$ cat src/rtl/alu_pkg.sv
// Shared opcode encodings and command layout for the ALU and its issue unit.
package alu_pkg;

    localparam int OP_W   = 4;
    localparam int DATA_W = 32;
    localparam int CMD_W  = OP_W + DATA_W + DATA_W + 1;

    localparam logic [OP_W-1:0] ALU_AND     = 4'd0;
    localparam logic [OP_W-1:0] ALU_OR      = 4'd1;
    localparam logic [OP_W-1:0] ALU_XOR     = 4'd2;
    localparam logic [OP_W-1:0] ALU_ADD     = 4'd3;
    localparam logic [OP_W-1:0] ALU_SUB     = 4'd4;
    localparam logic [OP_W-1:0] ALU_MUL     = 4'd5;
    localparam logic [OP_W-1:0] ALU_EQ      = 4'd6;
    localparam logic [OP_W-1:0] ALU_NE      = 4'd7;
    localparam logic [OP_W-1:0] ALU_GE      = 4'd8;
    localparam logic [OP_W-1:0] ALU_GT      = 4'd9;
    localparam logic [OP_W-1:0] ALU_LT      = 4'd10;
    localparam logic [OP_W-1:0] ALU_LE      = 4'd11;
    localparam logic [OP_W-1:0] ALU_SLL     = 4'd12;
    localparam logic [OP_W-1:0] ALU_SRL     = 4'd13;
    localparam logic [OP_W-1:0] ALU_SRA     = 4'd14;
    localparam logic [OP_W-1:0] ALU_ILLEGAL = 4'd15;

    typedef struct packed {
        logic [OP_W-1:0]   op;
        logic [DATA_W-1:0] a;
        logic [DATA_W-1:0] b;
        logic              chain;
    } alu_cmd_t;

    function automatic logic is_legal(input logic [OP_W-1:0] op);
        return (op != ALU_ILLEGAL);
    endfunction

endpackage

$ cat src/rtl/alu_issue_unit_cmd_fifo.sv
// Synchronous command FIFO; pointers wrap naturally because DEPTH is a power of two.
module cmd_fifo #(
    parameter int DEPTH = 4,
    parameter int W     = 8
) (
    input  logic                       clk,
    input  logic                       rst,
    input  logic                       push,
    input  logic [W-1:0]               din,
    input  logic                       pop,
    output logic [W-1:0]               dout,
    output logic                       empty,
    output logic [$clog2(DEPTH):0]     count
);

    localparam int PTR_W = $clog2(DEPTH);
    localparam int CNT_W = PTR_W + 1;

    logic [W-1:0]     r_mem [DEPTH];
    logic [PTR_W-1:0] r_wr_ptr;
    logic [PTR_W-1:0] r_rd_ptr;
    logic [CNT_W-1:0] r_count;

    // Pointer and occupancy tracking; storage itself needs no reset
    always_ff @(posedge clk) begin
        if (rst) begin
            r_wr_ptr <= '0;
            r_rd_ptr <= '0;
            r_count  <= '0;
        end else begin
            if (push) begin
                r_mem[r_wr_ptr] <= din;
                r_wr_ptr        <= r_wr_ptr + PTR_W'(1);
            end
            if (pop) begin
                r_rd_ptr <= r_rd_ptr + PTR_W'(1);
            end
            case ({push, pop})
                2'b10:   r_count <= r_count + CNT_W'(1);
                2'b01:   r_count <= r_count - CNT_W'(1);
                default: r_count <= r_count;
            endcase
        end
    end

    assign dout  = r_mem[r_rd_ptr];
    assign empty = (r_count == '0);
    assign count = r_count;

endmodule

$ cat src/rtl/alu_issue_unit.sv
// Buffers ALU commands, drives the combinational ALU from the FIFO head and
// captures the result into a valid/ready response register with operand chaining.
module alu_issue_unit
    import alu_pkg::*;
#(
    parameter int DEPTH = 4,
    parameter int CNT_W = 16
) (
    input  logic              clk,
    input  logic              rst,
    input  logic              cmd_valid,
    output logic              cmd_ready,
    input  logic [OP_W-1:0]   cmd_op,
    input  logic [DATA_W-1:0] cmd_a,
    input  logic [DATA_W-1:0] cmd_b,
    input  logic              cmd_chain,
    output logic [DATA_W-1:0] alu_a,
    output logic [DATA_W-1:0] alu_b,
    output logic [OP_W-1:0]   alu_op,
    input  logic [DATA_W-1:0] alu_result,
    input  logic              alu_zero,
    output logic              rsp_valid,
    input  logic              rsp_ready,
    output logic [DATA_W-1:0] rsp_result,
    output logic              rsp_zero,
    output logic              rsp_illegal,
    output logic [CNT_W-1:0]  op_count
);

    localparam int FC_W = $clog2(DEPTH) + 1;

    alu_cmd_t          w_cmd_in;
    alu_cmd_t          w_head;
    logic [CMD_W-1:0]  w_head_vec;
    logic [FC_W-1:0]   w_fifo_count;
    logic              w_fifo_empty;
    logic              w_push;
    logic              w_issue;
    logic              w_legal;

    logic              r_rsp_valid;
    logic [DATA_W-1:0] r_rsp_result;
    logic              r_rsp_zero;
    logic              r_rsp_illegal;
    logic [DATA_W-1:0] r_last_result;
    logic [CNT_W-1:0]  r_op_count;

    assign w_cmd_in  = '{op: cmd_op, a: cmd_a, b: cmd_b, chain: cmd_chain};
    // Readiness looks only at occupancy, never at a same-cycle pop.
    assign cmd_ready = (w_fifo_count < FC_W'(DEPTH));
    assign w_push    = cmd_valid && cmd_ready;
    assign w_issue   = !w_fifo_empty && (!r_rsp_valid || rsp_ready);
    assign w_head    = alu_cmd_t'(w_head_vec);
    assign w_legal   = is_legal(w_head.op);

    cmd_fifo #(
        .DEPTH (DEPTH),
        .W     (CMD_W)
    ) u_cmd_fifo (
        .clk   (clk),
        .rst   (rst),
        .push  (w_push),
        .din   (w_cmd_in),
        .pop   (w_issue),
        .dout  (w_head_vec),
        .empty (w_fifo_empty),
        .count (w_fifo_count)
    );

    // ALU operand drive from FIFO head; chaining resolves against the last legal result
    always_comb begin
        alu_a  = '0;
        alu_b  = '0;
        alu_op = '0;
        if (!w_fifo_empty) begin
            alu_op = w_head.op;
            alu_b  = w_head.b;
            alu_a  = w_head.chain ? r_last_result : w_head.a;
        end else begin
            alu_op = '0;
        end
    end

    // Response register: load on issue, clear on handshake without a replacement
    always_ff @(posedge clk) begin
        if (rst) begin
            r_rsp_valid   <= 1'b0;
            r_rsp_result  <= '0;
            r_rsp_zero    <= 1'b0;
            r_rsp_illegal <= 1'b0;
        end else if (w_issue) begin
            r_rsp_valid   <= 1'b1;
            r_rsp_result  <= w_legal ? alu_result : '0;
            r_rsp_zero    <= w_legal ? alu_zero : 1'b0;
            r_rsp_illegal <= !w_legal;
        end else if (r_rsp_valid && rsp_ready) begin
            r_rsp_valid   <= 1'b0;
        end
    end

    // Chaining source and issued-op counter advance only on legal issues
    always_ff @(posedge clk) begin
        if (rst) begin
            r_last_result <= '0;
            r_op_count    <= '0;
        end else if (w_issue && w_legal) begin
            r_last_result <= alu_result;
            r_op_count    <= r_op_count + CNT_W'(1);
        end
    end

    assign rsp_valid   = r_rsp_valid;
    assign rsp_result  = r_rsp_result;
    assign rsp_zero    = r_rsp_zero;
    assign rsp_illegal = r_rsp_illegal;
    assign op_count    = r_op_count;

endmodule

$ cat config.mk
export PLATFORM = sky130hd
export DESIGN_NAME = alu_issue_unit
export DESIGN_NICKNAME = d
export VERILOG_FILES = /design/src/rtl/alu_pkg.sv /design/src/rtl/alu_issue_unit_cmd_fifo.sv /design/src/rtl/alu_issue_unit.sv
export SDC_FILE = /design/constraint.sdc
export NUM_CORES = 1
export LEC_CHECK = 0
export ABC_AREA = 1
export CAP_MARGIN = 20
export CORE_MARGIN = 2
export CORE_UTILIZATION = 50
export DETAILED_ROUTE_END_ITERATION = 7
export PLACE_DENSITY = 0.8
export SETUP_SLACK_MARGIN = 0.2
export SLEW_MARGIN = 30
export SYNTH_ARGS = -nofsm -noshare
export SYNTH_HDL_FRONTEND = slang
export SYNTH_HIERARCHICAL = 1
export SYNTH_SLANG_ARGS = --single-unit
$ cat constraint.sdc
create_clock -name clk -period 10.7 [get_ports clk]
set_input_delay 1.07 -clock clk [delete_from_list [all_inputs] [get_ports clk]]
set_output_delay 1.07 -clock clk [all_outputs]
set_load 0.1 [all_outputs]
# [Word level (Yosys, flattened, before mapping)]
# Memory sizes are Yosys's and may differ from the RTL's. A register that Yosys moved wholly into a read port is not among the register bits.
# Index checks and enable logic that the tools add are counted.
[totals] regBits=90 n_memories=1 mem_bits_rw=276
[op_classes] eq_ne=3 magnitude_cmp=1 n_addsub=5 n_reduce_logical=11 mux=14
[memory_table] name="u_cmd_fifo.r_mem" depth=4 word_bits=69 rd=1 rd_ports_with_merged_regs=1 write_ports=1 line_no="alu_issue_unit_cmd_fifo.sv:19" source="logic [W-1:0] r_mem [DEPTH];"
[ops] operator="$mux W32" n=4
[ops] operator="$add A16 B1 Y16 const B" n=1
[ops] operator="$mux W1" n=6
[ops] operator="$pmux W3 S2" n=1
[ops] operator="$add A2 B1 Y2 const B" n=2
[ops] operator="$logic_and A1 B1 Y1" n=4
[ops] operator="$mux W2" n=2
[ops] operator="$mux W4" n=1
[ops] operator="$ne A4 B4 Y1 const B" n=1
[ops] operator="$reduce_bool A2 Y1" n=2
[ops] operator="$add A3 B1 Y3 const B" n=1
[ops] operator="$logic_not A1 Y1" n=3
[ops] operator="$logic_not A3 Y1" n=1
[ops] operator="$lt A3 B3 Y1 const B" n=1
[ops] operator="$sub A3 B1 Y3 const B" n=1
[ops] operator="$eq A2 B1 Y1 const B" n=1
[ops] operator="$eq A2 B2 Y1 const B" n=1
[ops] operator="$logic_or A1 B1 Y1" n=1

# [Longest topological paths before layout]
# Gate-level depths: netlist of the first run.
[depth] ltp_word=5 mapped_depth=14 depth_no_buf=12

# [Hierarchy]
# Netlist of the first run, hierarchy kept.
[modules_own_cells] mod="cmd_fifo" cells_each=725 instances=1 seq_area_each_um2=8468.1 area_per_inst_um2=10680.2
[modules_own_cells] mod="alu_issue_unit" cells_each=553 instances=1 seq_area_each_um2=1661.6 area_per_inst_um2=3749.8

# [Worst setup path after synthesis of the first run]
# OpenSTA, ideal clock, no wires.
[synth_path] path_type="in2reg" from="input port cmd_valid" to="memory u_cmd_fifo/r_mem[0][0] in the netlist's numbering, enable pin" arrival_time_ns=4.197 stages=4 setup_ns=0.496 path_slack_ns=6.006 path_cell_list="inv_1 nor2_1 nand2_1 nor2_1"
[synth_between] elab_chain_len=4
[synth_lines] item="from (decl)" line_no="alu_issue_unit.sv:11" source="input logic cmd_valid,"
[synth_lines] item="$logic_and A1 B1 Y1" line_no="alu_issue_unit.sv:51" source="assign w_push = cmd_valid && cmd_ready;"
[synth_lines] item="via w_push" line_no="alu_issue_unit.sv:37" source="logic w_push;"
[synth_lines] item="$mux W1" line_no="alu_issue_unit_cmd_fifo.sv:31" source="if (push) begin"
[synth_lines] item="$mux W1" line_no="alu_issue_unit_cmd_fifo.sv:26" source="if (rst) begin"
[synth_lines] item="$mux W1 (implied by the code)" line_no="alu_issue_unit_cmd_fifo.sv:32" source="r_mem[r_wr_ptr] <= din;"
[synth_lines] item="to (decl)" line_no="alu_issue_unit_cmd_fifo.sv:19"
# The timed path passes the listed nets, and every way through them passes these cells.

==> summary.txt, run 1 <==
Total Wirelength -> 34500 um
worst path cell trace -> inv_4 > buf_4 > nor2_1 > o22ai_1 > o21ai_0 > a21oi_1 > clkdlybuf4s50_1
initial antenna violation count -> 7
register bit total from synthesis -> 368
DIE HEIGHT -> 174 um
status -> completed
Mapped Nets -> 1391
Final Max Tran Viols -> 0
clk_lat worst skew -> 0.53 ns
Seq/Total Area, Yosys -> 70.2%
Max clock buf depth -> 3
synth warn -> 6
Site Rows -> 62
Vias/cell -> 5.50
Synth area leaders -> edfxtp_1, dfxtp_1, nor2_1
critical path's slowest cell -> clkdlybuf4s50_1
post-synth cell types -> 30
Post-Synth Adder-Cell Area -> 0.659%
Max FO, Critical Path -> 80
Port Buf Inserts -> 225
Layout fillers -> 2166
# DRC -> 0
global-route wire length before repair -> 53700 um
RSZ-0062 raised after global routing -> no
Slew @ Worst Pin -> 1.04 ns
Final Critical Period -> 5.41 ns
sum of negative setup slack -> 0 ns
XOR/XNOR Fraction of Synth Area -> 0.121%
crit path capture type -> output pin
CTS Hold Bufs -> 0
mux cell area share after synthesis -> 0%
DIE AREA -> 0.0302 mm2
critical path arrival -> 4.34 ns
Core ar. -> 0.0285 mm2
DRT antenna net count -> 0
layout cells sized above 1 -> 5.83%
Slew HR -> 30.4%
Synth Area in Compound Gates -> 13.3%
pin count of the biggest net entering global routing -> 81
routability-driven placement congestion ratio -> 0.845
worst stage delay on the critical path -> 1.15 ns
Fin. Hold Viols -> 0
fin crit share -> 50.6%
DRT Pass-1 Iters -> 5
Initial Util -> 50.5%
Simple-Gate Fraction of Synth Area -> 9.62%
dpl hpwl -> 21300 um
Clock Sinks -> 368
Fin Clk Skew -> 0.0163 ns
Hold Crit Class -> reg2reg
most common cell after layout, fill and taps aside -> edfxtp_1
most frequent cells in the layout -> edfxtp_1, clkdlybuf4s50_1, nor2_1
num ports -> 226
largest family of logic cells by synthesized area -> compound AO/OA/AOI/OAI gates
final setup violation count -> 0
area delta synth->final -> 25.9%
Max Cap Viol -> 0
Worst-path clk slew -> 0.05 ns
Startpoint Class -> register
Total GRT Usage -> 22.4%
CTS tree -> built
kind of critical path -> reg2out
Final Util -> 63.6%
CP required -> 9.63 ns
Synth top area share -> 57.4%
Max Freq -> 185 MHz
total CTS buffers -> 38
Avg Inst Size Synth -> 11.3 um2
postcts setup bufs -> 0
GRT Residual Overflow -> 0
Post-Synthesis Cells -> 1278
total number of vias -> 10.4k
Die Wd -> 174 um
starting DRC count in detailed routing -> 1048
H-tree lvl count -> 2
number of global-route vias before repair -> 10.1k
Mapped Area -> 0.0144 mm2
CTS Root Cell -> clkbuf_16
Avg WL per Cell -> 18.2 um
Yosys top cell by area -> edfxtp_1
Layout Nets -> 1593
Post-CTS Resized -> 0
## cell usage after synthesis
library cell / number
inv_2: 3
nand3_1: 13
o21ai_0: 129
inv_1: 107
dfxtp_1: 92
nand2_2: 2
nor2_1: 216
o21ai_1: 52
nor3_1: 4
buf_1: 4
clkbuf_1: 33
o21bai_1: 1
nand3b_1: 1
clkbuf_2: 3
buf_8: 1
ha_1: 6
a21oi_2: 1
edfxtp_1: 276
xor2_1: 2
buf_4: 8
a21oi_1: 74
nand2_1: 110
fa_1: 1
o22ai_1: 100
buf_6: 14
nand3_2: 1
inv_4: 1
nor2_2: 2
nand4_1: 6
buf_2: 15
## per-layer routing
layer	part of all wire, %	track usage, %	vias up
met5	0.17	0	-
met4	2.4	7.07	10
met3	9.3	5.57	66
met2	47	36.5	474
met1	41	29.6	4986
li1	-	-	4901
## final cells by class
type	count	area, um2	share of cell area, %
diodes	2	5.00	0.0276
clock buffers	56	1070	5.90
clock inverters	14	190	1.05
inverters	111	419	2.31
multi-input cells	721	3470	19.1
flip-flops and latches	368	10100	55.8
well taps	384	480	2.65
repair buffers	240	2390	13.1
## critical path, delay by kind of cell (launching register included)
kind	cells	cell delay, ns
AND/OR/NAND/NOR	1	0.13
AO/OA/AOI/OAI	3	0.68
buffers and inverters	3	2.43
flip-flops	1	0.53
## metrics by stage
| step | hold slack, ns | cells | worst slack (ns) | area (um2) |
|---|---|---|---|---|
| finish | 0.427 | 1896 | 5.29 | 18200 |
| global route | 0.457 | 1895 | 5.06 | 18200 |
| CTS | 0.438 | 1894 | 5.27 | 18200 |
| detailed placement | 0.427 | 1824 | 5.88 | 16900 |
| global placement | 0.423 | 1822 | 5.91 | 16900 |
| floorplan | 0.412 | 1278 | 6.01 | 14400 |
## final timing paths
path	start	to	slack (ns)	cells after the start
hold reg to reg	u_cmd_fifo/r_rd_ptr[1]	register	0.43	1
setup reg to reg	register	r_last_result[22]	7.13	11
setup / recovery	register	alu_a[11]	5.29	7
hold / removal	u_cmd_fifo/r_rd_ptr[1]	register	0.43	1
## kinds of logic after synthesis
kind of cell               after synthesis
and+or+nand+nor                        355
buffers and inverters                  189
DFF                                    368
xor gates and xnor gates                 2
adders and majority gates                7
AOI/OAI and AO/OA                      357
## registers in the layout, summed over array words and instances, names as in the netlist, named ones only
| signal | count |
|---|---|
| u_cmd_fifo/r_mem | 276 |
| rsp_valid | 1 |
| u_cmd_fifo/r_wr_ptr | 2 |
| rsp_zero | 1 |
| u_cmd_fifo/r_rd_ptr | 2 |
| r_last_result | 32 |
| op_count | 16 |
| rsp_result | 32 |
| u_cmd_fifo/count | 3 |
| rsp_illegal | 1 |
Power of run 1 is left out: the tool's default activity adds up to more than one toggle a clock period on the data nets, which glitch-free logic cannot reach.
==> run 2, diff against run 1 <==
CORE_UTILIZATION = 48   (was 50)
clock period = 4.7 ns   (was 10.7 ns; I/O delays follow)
==> run 2 against run 1 <==
Compared with the run above:
- design area up 1.1%
- utilization down 1.7 points
- via count down 1.0%
- critical path depth unchanged
- count of clock-buffer cells in the layout down 6
- routed wire length up 1.3%
- setup slack worse by 4.4 ns
- die area up 4.1%
- critical path type unchanged
==> summary.txt, run 2 (synthesized netlist as in run 1, its figures left out) <==
global-route wire length before repair -> 52600 um (-2.0%)
critical path arrival -> 3.36 ns (-0.98 ns)
critical path's slowest cell -> o22ai_4
Total Wirelength -> 34900 um (+1.3%)
WHS -> 0.365 ns (-0.0624 ns)
final setup violation count -> 0 (unchanged)
CTS Root Cell -> clkbuf_16
GRT Residual Overflow -> 0 (unchanged)
layout cells sized above 1 -> 10.3% (+4.5 points)
Slew @ Worst Pin -> 1.04 ns (+0.00281 ns)
routability-driven placement congestion ratio -> 0.873 (+3.3%)
crit path capture type -> output pin
DIE AREA -> 0.0315 mm2 (+4.1%)
Post-CTS Resized -> 0 (unchanged)
CP required -> 4.23 ns (-5.40 ns)
clk_lat worst skew -> 0.52 ns (about the same)
num ports -> 226 (unchanged)
met1 global-route usage -> 28.5% (-1.1 points)
area delta synth->final -> 27.2%
Startpoint Class -> register
Worst-path clk slew -> 0.06 ns (about the same)
Layout fillers -> 2336 (+7.8%)
pin count of the biggest net entering global routing -> 93 (+15%)
most frequent cells in the layout -> edfxtp_1, nor2_1, clkdlybuf4s50_1
status -> completed
CTS Hold Bufs -> 0 (unchanged)
total CTS buffers -> 38 (unchanged)
Die Wd -> 177 um (+2.0%)
most common cell after layout, fill and taps aside -> edfxtp_1
kind of critical path -> reg2out
reg2reg setup slack -> 1.21 ns (-5.92 ns)
DRT Pass-1 Iters -> 5 (unchanged)
Worst Hold End -> u_cmd_fifo/count[2]
Final Critical Period -> 3.83 ns
H-tree lvl count -> 2 (unchanged)
worst stage delay on the critical path -> 0.62 ns (-0.53 ns)
Worst R2R Path Depth -> 10 (-1)
R2R Path End -> r_last_result[9]
Fin Clk Skew -> 0.0187 ns (+0.00238 ns)
met3 usage -> 4.69% (-0.88 points)
Port Buf Inserts -> 225 (unchanged)
Max Cap Viol -> 0 (unchanged)
Total GRT Usage -> 21.6% (-0.76 points)
Core ar. -> 0.0296 mm2 (+3.8%)
max reg flops -> 276 (unchanged)
Layout Nets -> 1594 (+0.063%)
postcts setup bufs -> 0 (unchanged)
Hold Crit Depth -> 4 (+3)
Max clock buf depth -> 3 (unchanged)
dpl hpwl -> 21300 um (+0.12%)
Hold Crit Class -> in2reg
Top Usage Layer GRT -> met2
Vias/cell -> 5.43 (-1.3%)
HP Start -> rst
Final Max Tran Viols -> 0 (unchanged)
Site Rows -> 63 (+1.6%)
total number of vias -> 10.3k (-1.0%)
RSZ-0062 raised after global routing -> no
Global Route met2 Usage -> 35.4% (-1.1 points)
number of global-route vias before repair -> 9829 (-2.5%)
sum of negative setup slack -> 0 ns (unchanged)
Fin. Hold Viols -> 0 (unchanged)
Biggest register -> u_cmd_fifo/r_mem
initial antenna violation count -> 6 (-1)
Max Freq -> 261 MHz
Slew HR -> 30.2% (-0.19 points)
# DRC -> 0 (unchanged)
starting DRC count in detailed routing -> 752 (-28%)
DRT antenna net count -> 0 (unchanged)
CTS tree -> built
Initial Util -> 48.7% (-1.9 points)
Clock Sinks -> 368 (unchanged)
DIE HEIGHT -> 177 um (+2.0%)
fin crit share -> 81.6%
worst path cell trace -> inv_4 > o21ai_0 > o22ai_4 > buf_12 > o21ai_0 > a21oi_1 > buf_12
Max FO, Critical Path -> 53 (-34%)
Avg WL per Cell -> 18.4 um (+1.1%)
run 2: final cells by class:
cell class,count,area (um2),share of cell area (%)
clock buffers,50,1060,5.77
flip-flops and latches,368,10100,55.2
multi-input cells,721,3470,18.9
clock inverters,17,133,0.722
repair buffers,241,2650,14.4
well taps,390,488,2.66
diodes,3,7.51,0.0409
inverters,111,419,2.28
run 2: per-stage QoR:
stage	util, %	worst slack [ns]	area, um2	instances
2_1_floorplan	-	0.606	14400	1278
3_3_place_gp	57.8	1.34	17100	1830
3_5_place_dp	57.9	1.27	17200	1831
4_1_cts	61.9	0.815	18400	1898
5_1_grt	61.9	0.607	18400	1899
6_report	62.0	0.866	18400	1901
run 2: how the worst max path moves through the flow:
stage / startpoint / end / slack [ns] / cells after the start
after floorplan: cmd_valid / u_cmd_fifo/r_mem[0][0] / 0.61 / 4
after global placement: register / r_last_result[9] / 1.34 / 10
after detailed placement: register / r_last_result[9] / 1.27 / 10
after CTS: register / alu_a[28] / 0.82 / 7
after global routing: register / alu_a[28] / 0.61 / 7
final: register / alu_a[1] / 0.87 / 7
run 2: layer usage:
layer	wire, um	vias up
li1	-	4890
met1	14400	4978
met2	16600	381
met3	2850	74
met4	984	6
met5	41	-
run 2: worst max-delay path: cells and delay by family, from the launching register on:
family / cells / cell delay [ns]
compound gates: 4 / 1.35
buf+inv: 3 / 0.98
flops: 1 / 0.48
Power of run 2 is left out for the same reason.
==> run 3, diff against run 2 <==
CORE_UTILIZATION = 50   (was 48)
clock period = 3.6 ns   (was 4.7 ns; I/O delays follow)
==> run 3 against run 2 <==
Compared with the run above:
- global-route usage is 1.5 points higher
- design area is 3.2% higher
- critical path type unchanged
- final cell count is 0.16% higher
- register-to-register slack worse by 0.43 ns
- critical endpoint is now alu_a[0]
- utilization is 4.4 points higher
- clock skew is 0.0044 ns lower
- non-clock buffer count is 6 higher
==> summary.txt, run 3 (synthesized netlist as in run 1, its figures left out) <==
status -> completed
most common cell after layout, fill and taps aside -> edfxtp_1
Vias/cell -> 5.49 (+1.1%)
Worst Hold End -> u_cmd_fifo/count[0]
clk_lat worst skew -> 0.53 ns (about the same)
postcts setup bufs -> 0 (unchanged)
Final Max Tran Viols -> 0 (unchanged)
most frequent cells in the layout -> edfxtp_1, nor2_1, clkdlybuf4s50_1
total number of vias -> 10.5k (+1.2%)
Fin. Hold Viols -> 0 (unchanged)
worst path cell trace -> inv_2 > buf_4 > o21ai_1 > o22ai_1 > o21ai_0 > a21oi_1 > buf_12
routability-driven placement congestion ratio -> 0.798 (-8.6%)
CTS Root Cell -> clkbuf_16
Slew @ Worst Pin -> 1.02 ns (-0.0227 ns)
critical path's slowest cell -> buf_4
DIE AREA -> 0.0302 mm2 (-3.9%)
Worst-path clk slew -> 0.06 ns (about the same)
max reg flops -> 276 (unchanged)
Avg WL per Cell -> 18.6 um (+0.96%)
Initial Util -> 50.5% (+1.9 points)
critical path arrival -> 3.00 ns (-0.36 ns)
Max Cap Viol -> 0 (unchanged)
Total Wirelength -> 35300 um (+1.1%)
Core ar. -> 0.0285 mm2 (-3.7%)
kind of critical path -> reg2out
final setup violation count -> 0 (unchanged)
Hold Crit Class -> in2reg
HP Start -> rst
sum of negative setup slack -> 0 ns (unchanged)
crit path capture type -> output pin
dpl cells -> 1831 (unchanged)
Port Buf Inserts -> 225 (unchanged)
Final Critical Period -> 3.36 ns
dpl hpwl -> 22100 um (+3.7%)
Max FO, Critical Path -> 44 (-17%)
Site Rows -> 62 (-1.6%)
worst stage delay on the critical path -> 0.56 ns (-0.06 ns)
Total GRT Usage -> 23.1% (+1.5 points)
Final Util -> 66.4% (+4.4 points)
number of global-route vias before repair -> 10.1k (+3.1%)
num ports -> 226 (unchanged)
CP Buf/Inv Count -> 3 (unchanged)
DIE HEIGHT -> 174 um (-2.0%)
Worst path top cell family by delay -> buffers and inverters
R2R Path End -> r_last_result[18]
fin crit share -> 93.3%
CP required -> 3.24 ns (-0.99 ns)
DRT antenna net count -> 0 (unchanged)
area delta synth->final -> 31.3%
Layout Nets -> 1600 (+0.38%)
CTS tree -> built
starting DRC count in detailed routing -> 966 (+28%)
Hold Crit Depth -> 4 (unchanged)
H-tree lvl count -> 2 (unchanged)
# DRC -> 0 (unchanged)
reg2reg setup slack -> 0.78 ns (-0.43 ns)
Clock Sinks -> 368 (unchanged)
Max Freq -> 298 MHz
RSZ-0062 raised after global routing -> no
Max clock buf depth -> 3 (unchanged)
Slew HR -> 31.7% (+1.5 points)
Biggest register -> u_cmd_fifo/r_mem
layout cells sized above 1 -> 12.2% (+1.9 points)
GRT Residual Overflow -> 0 (unchanged)
Fin Clk Skew -> 0.0143 ns (-0.00435 ns)
Die Wd -> 174 um (-2.0%)
Layout fillers -> 2035 (-13%)
pin count of the biggest net entering global routing -> 70 (-25%)
DRT Pass-1 Iters -> 5 (unchanged)
initial antenna violation count -> 5 (-1)
Startpoint Class -> register
global-route wire length before repair -> 54900 um (+4.3%)
Worst R2R Path Depth -> 10 (unchanged)
non-filler cells, final -> 1904 (+0.16%)
total CTS buffers -> 38 (unchanged)
## run 3: cell type report
cell class,count,area [um2],share of cell area [%]
antenna,5,12.5,0.0660
clock buffer,50,996,5.26
clock inverter,18,180,0.951
inverter,111,422,2.23
multi-input combinational,721,3580,18.9
sequential,368,10100,53.5
tap,384,480,2.54
timing repair buffer,247,3140,16.6
## run 3: metrics by stage
| step | hold slack [ns] | cell area (um2) | worst slack (ns) |
|---|---|---|---|
| CTS | 0.360 | 18900 | 0.207 |
| global placement | 0.416 | 17700 | 0.873 |
| floorplan | 0.412 | 14500 | -0.384 |
| detailed placement | 0.427 | 17700 | 0.767 |
| global route | 0.395 | 18900 | 0.210 |
| finish | 0.387 | 18900 | 0.240 |
## run 3: how the worst max path moves through the flow
stage	to	depth (start not counted)
finish	alu_a[0]	7
floorplan	u_cmd_fifo/r_mem[0][0]	4
CTS	alu_a[9]	7
global placement	alu_a[9]	7
global route	alu_a[0]	7
detailed placement	alu_a[9]	7
## run 3: worst register-to-register path, cell delays in order (launching register included)
cell,delay (ns)
dfxtp_4,0.55
buf_4,0.48
o21ai_0,0.17
o22ai_1,0.21
nand2_1,0.10
inv_1,0.07
nand2_1,0.09
nand2_2,0.20
nand2_1,0.32
buf_4,0.35
o22ai_1,0.20
## run 3: routing by layer
layer / part of all wire (%) / global-route usage [%] / vias up
li1: - / - / 4911
met1: 40 / 31.5 / 4964
met2: 48 / 37.0 / 506
met3: 8.9 / 4.50 / 77
met4: 3.3 / 8.82 / 0
met5: 0 / 0 / -
## run 3: repair_timing
action,CTS,global route
endpoints found under the setup margin,0,27
gates resized for setup,0,4
hold buffers,0,0
Power of run 3 is left out for the same reason.
